**src/rtl/hs_pipe_n.sv**
```systemverilog
// hs_pipe_n: DEPTH-stage req/ack token pipeline with synchronous flush and live occupancy.
// Latency: a token captured at edge E0 into an empty pipe raises req_out after edge E0+DEPTH.
// Backpressure: stages advance only into empty stages; with stage 0 full, req_in waits unacknowledged.
//
// Ports:
//   clk, rst (async, active-low)
//   req_in / data_in / ack_out  : four-phase upstream handshake
//   req_out / data_out / ack_in : four-phase downstream handshake
//   flush                       : synchronous discard of buffered tokens
//   count                       : registered number of full stages
module hs_pipe_n #(
  parameter int DATA_W = 3,
  parameter int DEPTH  = 6,
  parameter int CNT_W  = $clog2(DEPTH + 1)
) (
  input  logic              clk,
  input  logic              rst,
  input  logic              req_in,
  input  logic [DATA_W-1:0] data_in,
  output logic              ack_out,
  output logic              req_out,
  output logic [DATA_W-1:0] data_out,
  input  logic              ack_in,
  input  logic              flush,
  output logic [CNT_W-1:0]  count
);

  typedef enum logic {I_IDLE, I_ACK} in_state_t;
  typedef enum logic [1:0] {O_IDLE, O_REQ, O_WAIT} out_state_t;

  in_state_t   in_state, in_state_n;
  out_state_t  out_state, out_state_n;

  logic [DEPTH-1:0]  full, full_n;
  logic [DEPTH-1:0]  load;
  logic [DATA_W-1:0] stage_dat [DEPTH];

  logic              capture;
  logic              consume;
  logic              ack_out_n;
  logic              req_out_n;
  logic [CNT_W-1:0]  count_n;

  // Input side: one capture per four-phase handshake.
  always_comb begin
    in_state_n = in_state;
    ack_out_n  = ack_out;
    capture    = 1'b0;
    case (in_state)
      I_IDLE: begin
        if (req_in && !full[0] && !flush) begin
          capture    = 1'b1;
          ack_out_n  = 1'b1;
          in_state_n = I_ACK;
        end
      end
      I_ACK: begin
        if (!req_in) begin
          ack_out_n  = 1'b0;
          in_state_n = I_IDLE;
        end
      end
      default: begin
        ack_out_n  = 1'b0;
        in_state_n = I_IDLE;
      end
    endcase
  end

  // Output side. A flush in O_IDLE empties the last stage, so no new
  // request may be launched for it on that edge.
  always_comb begin
    out_state_n = out_state;
    req_out_n   = req_out;
    consume     = 1'b0;
    case (out_state)
      O_IDLE: begin
        if (full[DEPTH-1] && !flush) begin
          req_out_n   = 1'b1;
          out_state_n = O_REQ;
        end
      end
      O_REQ: begin
        if (ack_in) begin
          req_out_n   = 1'b0;
          consume     = 1'b1;
          out_state_n = O_WAIT;
        end
      end
      O_WAIT: begin
        if (!ack_in) out_state_n = O_IDLE;
      end
      default: begin
        req_out_n   = 1'b0;
        out_state_n = O_IDLE;
      end
    endcase
  end

  // Next-state full flags. Advances look only at start-of-cycle flags, so a
  // stage that is vacating this edge cannot be refilled on the same edge.
  always_comb begin
    full_n = full;
    load   = '0;
    if (flush) begin
      for (int k = 0; k < DEPTH - 1; k++) full_n[k] = 1'b0;
      // A token already offered downstream survives so its handshake completes.
      if (out_state == O_IDLE) full_n[DEPTH-1] = 1'b0;
    end else begin
      for (int k = 1; k < DEPTH; k++) begin
        if (full[k-1] && !full[k]) begin
          load[k]     = 1'b1;
          full_n[k]   = 1'b1;
          full_n[k-1] = 1'b0;
        end
      end
      if (capture) begin
        load[0]   = 1'b1;
        full_n[0] = 1'b1;
      end
    end
    if (consume) full_n[DEPTH-1] = 1'b0;
  end

  always_comb begin
    count_n = '0;
    for (int k = 0; k < DEPTH; k++) count_n = count_n + CNT_W'(full_n[k]);
  end

  always_ff @(posedge clk or negedge rst) begin
    if (!rst) begin
      in_state  <= I_IDLE;
      out_state <= O_IDLE;
      ack_out   <= 1'b0;
      req_out   <= 1'b0;
      full      <= '0;
      count     <= '0;
      for (int k = 0; k < DEPTH; k++) stage_dat[k] <= '0;
    end else begin
      in_state  <= in_state_n;
      out_state <= out_state_n;
      ack_out   <= ack_out_n;
      req_out   <= req_out_n;
      full      <= full_n;
      count     <= count_n;
      if (load[0]) stage_dat[0] <= data_in;
      for (int k = 1; k < DEPTH; k++) begin
        if (load[k]) stage_dat[k] <= stage_dat[k-1];
      end
    end
  end

  assign data_out = stage_dat[DEPTH-1];

endmodule
```
**config.mk**
```make
export PLATFORM = sky130hd
export DESIGN_NAME = hs_pipe_n
export DESIGN_NICKNAME = d
export VERILOG_FILES = /design/src/rtl/hs_pipe_n.sv
export SDC_FILE = /design/constraint.sdc
export NUM_CORES = 1
export LEC_CHECK = 0
export CAP_MARGIN = 20
export CORE_MARGIN = 2
export CORE_UTILIZATION = 57
export CTS_BUF_LIST = sky130_fd_sc_hd__clkbuf_8
export DETAILED_ROUTE_END_ITERATION = 8
export PLACE_DENSITY = 0.92
export SLEW_MARGIN = 20
export SYNTH_ARGS = -nofsm -noshare
export SYNTH_HDL_FRONTEND = slang
export SYNTH_SLANG_ARGS = --single-unit
```
**constraint.sdc**
```tcl
create_clock -name clk -period 3.9 [get_ports clk]
set_input_delay 0.585 -clock clk [delete_from_list [all_inputs] [get_ports clk]]
set_output_delay 0.585 -clock clk [all_outputs]
set_load 0.05 [all_outputs]
```
==> results.json <==
{
  "ys_warn_count": 0,
  "grt_max_degree": 33,
  "ys_seq_elements": 32,
  "drt_wl_total_um": 2120,
  "path_clk_slew_ns": 0.06,
  "antenna_cells": 0,
  "finalCritPeriodShare": 0.843,
  "seq_power_share": 0.495,
  "fmax_mhz": 304,
  "cts_resized": 0,
  "drtAntennaViolNets": 0,
  "power.density_nw_per_um2": 498,
  "power_mw": 0.838,
  "post-cts-setup-buffers": 0,
  "yosysSeqAreaShare": 0.568,
  "relSlewSlack": 0.642,
  "slowest_stage": "fa_1",
  "cts_num_sinks": 32,
  "tns_ns": 0,
  "wl_per_cell_um": 14.2,
  "dp_slack_ns": 0.308,
  "dp_hpwl_um": 1560,
  "pwr-share-comb": 0.149,
  "grt_pass1_vias": 847,
  "reg2reg_from": "full[0]",
  "finalMaxSlewViolations": 0,
  "firstDrtPassIters": 4,
  "worst_setup_path_start_kind": "input port",
  "portBuffers": 15,
  "r2r_slack_ns": 0.94,
  "final_common_cell": "dfrtp_1",
  "finalSetupViolCount": 0,
  "drive_gt1_frac": 0.294,
  "numCtsBuffers": 5,
  "gr-total-overflow": 0,
  "finalHoldViolations": 0,
  "gp_congestion": 0.709,
  "regArea_sq_um": 801,
  "hp-start": "req_out",
  "nFillCells": 164,
  "worst-endpoint-required_ns": 4.05,
  "crit_path_max_fanout": 4,
  "holdPathStages": 1,
  "crit_arrival_ns": 3.44,
  "ioPinCount": 16,
  "die_h_um": 53.7,
  "die_area_sq_um": 2890,
  "cts_root_buf": "clkbuf_8",
  "setup_ws_ns": 0.612,
  "drtIter0Drc": 16,
  "drc": 0,
  "rsz0062_at_grt": "no",
  "drv_cap": 0,
  "worst_path_largest_cell_delay_ns": 0.53,
  "ys_top_cells_by_area": "dfrtp_1 (57%), mux2_2 (14%), nor3b_2 (4.4%)",
  "fin_crit_ns": 3.29,
  "cts_tree": "built",
  "cp_top_family": "adder cells",
  "switching_share": 0.240,
  "vias_per_cell": 5.52,
  "num-nets-final": 130,
  "worst_slew_pin_slew_ns": 0.536,
  "crit_top_cell": "fa_1",
  "synth_nets": 111,
  "p_int_mw": 0.637,
  "core_area_sq_um": 2410,
  "postCtsHoldBufs": 0,
  "multi_input_area_sq_um": 563,
  "yosys.area.top_type": "dfrtp_1",
  "cts.path.max_buffers": 2,
  "pwr-share-clk": 0.356,
  "hold_end": "req_out",
  "utilization": 0.698,
  "grt_pass1_wl_um": 3710,
  "crit_type": "in2reg",
  "antenna_found_initial": 0,
  "leakagePower_nw": 0.774,
  "cp_cell_sequence": "clkdlybuf4s50_1, or3b_2, a21o_1, fa_1, inv_1, fa_1, ha_1, fa_1",
  "yosys.area.top_type_share": 0.568,
  "avgSynthCellArea_sq_um": 14.2,
  "status": "complete, no violations",
  "die_w_um": 53.7,
  "netlist_instances": 99,
  "switching_power_mw": 0.201,
  "grt_usage": 0.192,
  "initial_core_util": 0.585,
  "critPathBufInv": 2,
  "clk_latency_ns": 0.28,
  "worst-r2r-cell-count": 7,
  "dr_total_vias": 822,
  "final_cell_mix": "dfrtp_1 (32), mux2_2 (18), clkdlybuf4s50_1 (15)",
  "fin_skew_ns": 0.00151,
  "hold_class": "reg2reg",
  "rows": 18,
  "endpoint_kind": "register",
  "htreeDepth": 2,
  "peakVddDrop_v": 0.000458,
  "synth.distinct_cells": 22,
  "syn2layout_area_growth_pct": 19.3,
  "synth_area_sq_um": 1410,
  "r2r_end": "count[1]"
}
[through the flow]
stage / hold WS, ns / instances / instance area (sq um)
5_1_grt: 0.503 / 149 / 1680
2_1_floorplan: 0.289 / 99 / 1410
3_3_place_gp: 0.460 / 141 / 1570
3_5_place_dp: 0.470 / 141 / 1570
6_report: 0.478 / 149 / 1680
4_1_cts: 0.484 / 149 / 1680
[synthesized netlist by cell type (all sizes together)]
library cell,count
buf,5
a21o,5
mux2,18
a21oi,4
o21a,2
nor4b,2
nand2,3
nand2b,4
o21ai,2
nor2b,2
nor3b,5
nor2,4
fa,3
a221oi,1
or3b,2
mux2i,2
dfrtp,32
ha,1
inv,2
[power groups by stage]
stage	logic (mW)	registers, mW	clock network, mW
2_1_floorplan	0.0618	0.438	0
3_3_place_gp	0.121	0.418	0
3_5_place_dp	0.127	0.422	0
4_1_cts	0.127	0.416	0.306
5_1_grt	0.135	0.422	0.317
6_report	0.125	0.415	0.298
[cell families (layout without fill, tap and decap cells)]
family | after synthesis | after routing | synth area share
mux | 20 | 20 | 0.158
fa+ha+maj | 4 | 4 | 0.0515
simple gates | 22 | 22 | 0.125
flops | 32 | 32 | 0.568
compound gates | 14 | 14 | 0.0648
buf+inv | 7 | 27 | 0.0328
[registers in the layout, summed over array words and instances (netlist names)]
signal,cells
ack_out,1
in_state,1
stage_dat,15
req_out,1
full,6
count,3
out_state,2
data_out,3
[worst register-to-register path, cell delays in order, from the launching register on]
cell and delay [ns]:
dfrtp_1 0.46, or3b_2 0.51, a21o_1 0.21, fa_1 0.53
inv_1 0.05, fa_1 0.45, ha_1 0.20, fa_1 0.43
[layout make-up]
type / count / share of cell area
Clock buffer: 5 / 0.0409
Clock inverter: 3 / 0.0231
Inverter: 2 / 0.00446
Multi-Input combinational cell: 60 / 0.335
Sequential cell: 32 / 0.476
Tap cell: 30 / 0.0223
Timing Repair Buffer: 17 / 0.0982
[routing by layer]
metal,track usage,share of wire,up-vias
li1,-,-,386
met1,0.205,0.41,407
met2,0.317,0.51,22
met3,0.0611,0.046,7
met4,0.137,0.031,0
met5,0,0,-
[worst max-delay path by stage]
stage	cells past startpoint	to	from	slack [ns]
global route	8	count[1]	req_in	0.50
detailed placement	8	count[1]	req_in	0.31
finish	8	count[1]	req_in	0.61
CTS	8	count[1]	req_in	0.61
global placement	8	count[1]	req_in	0.38
floorplan	7	count[1]	req_in	0.92
Power figures use the tool's default switching activity.
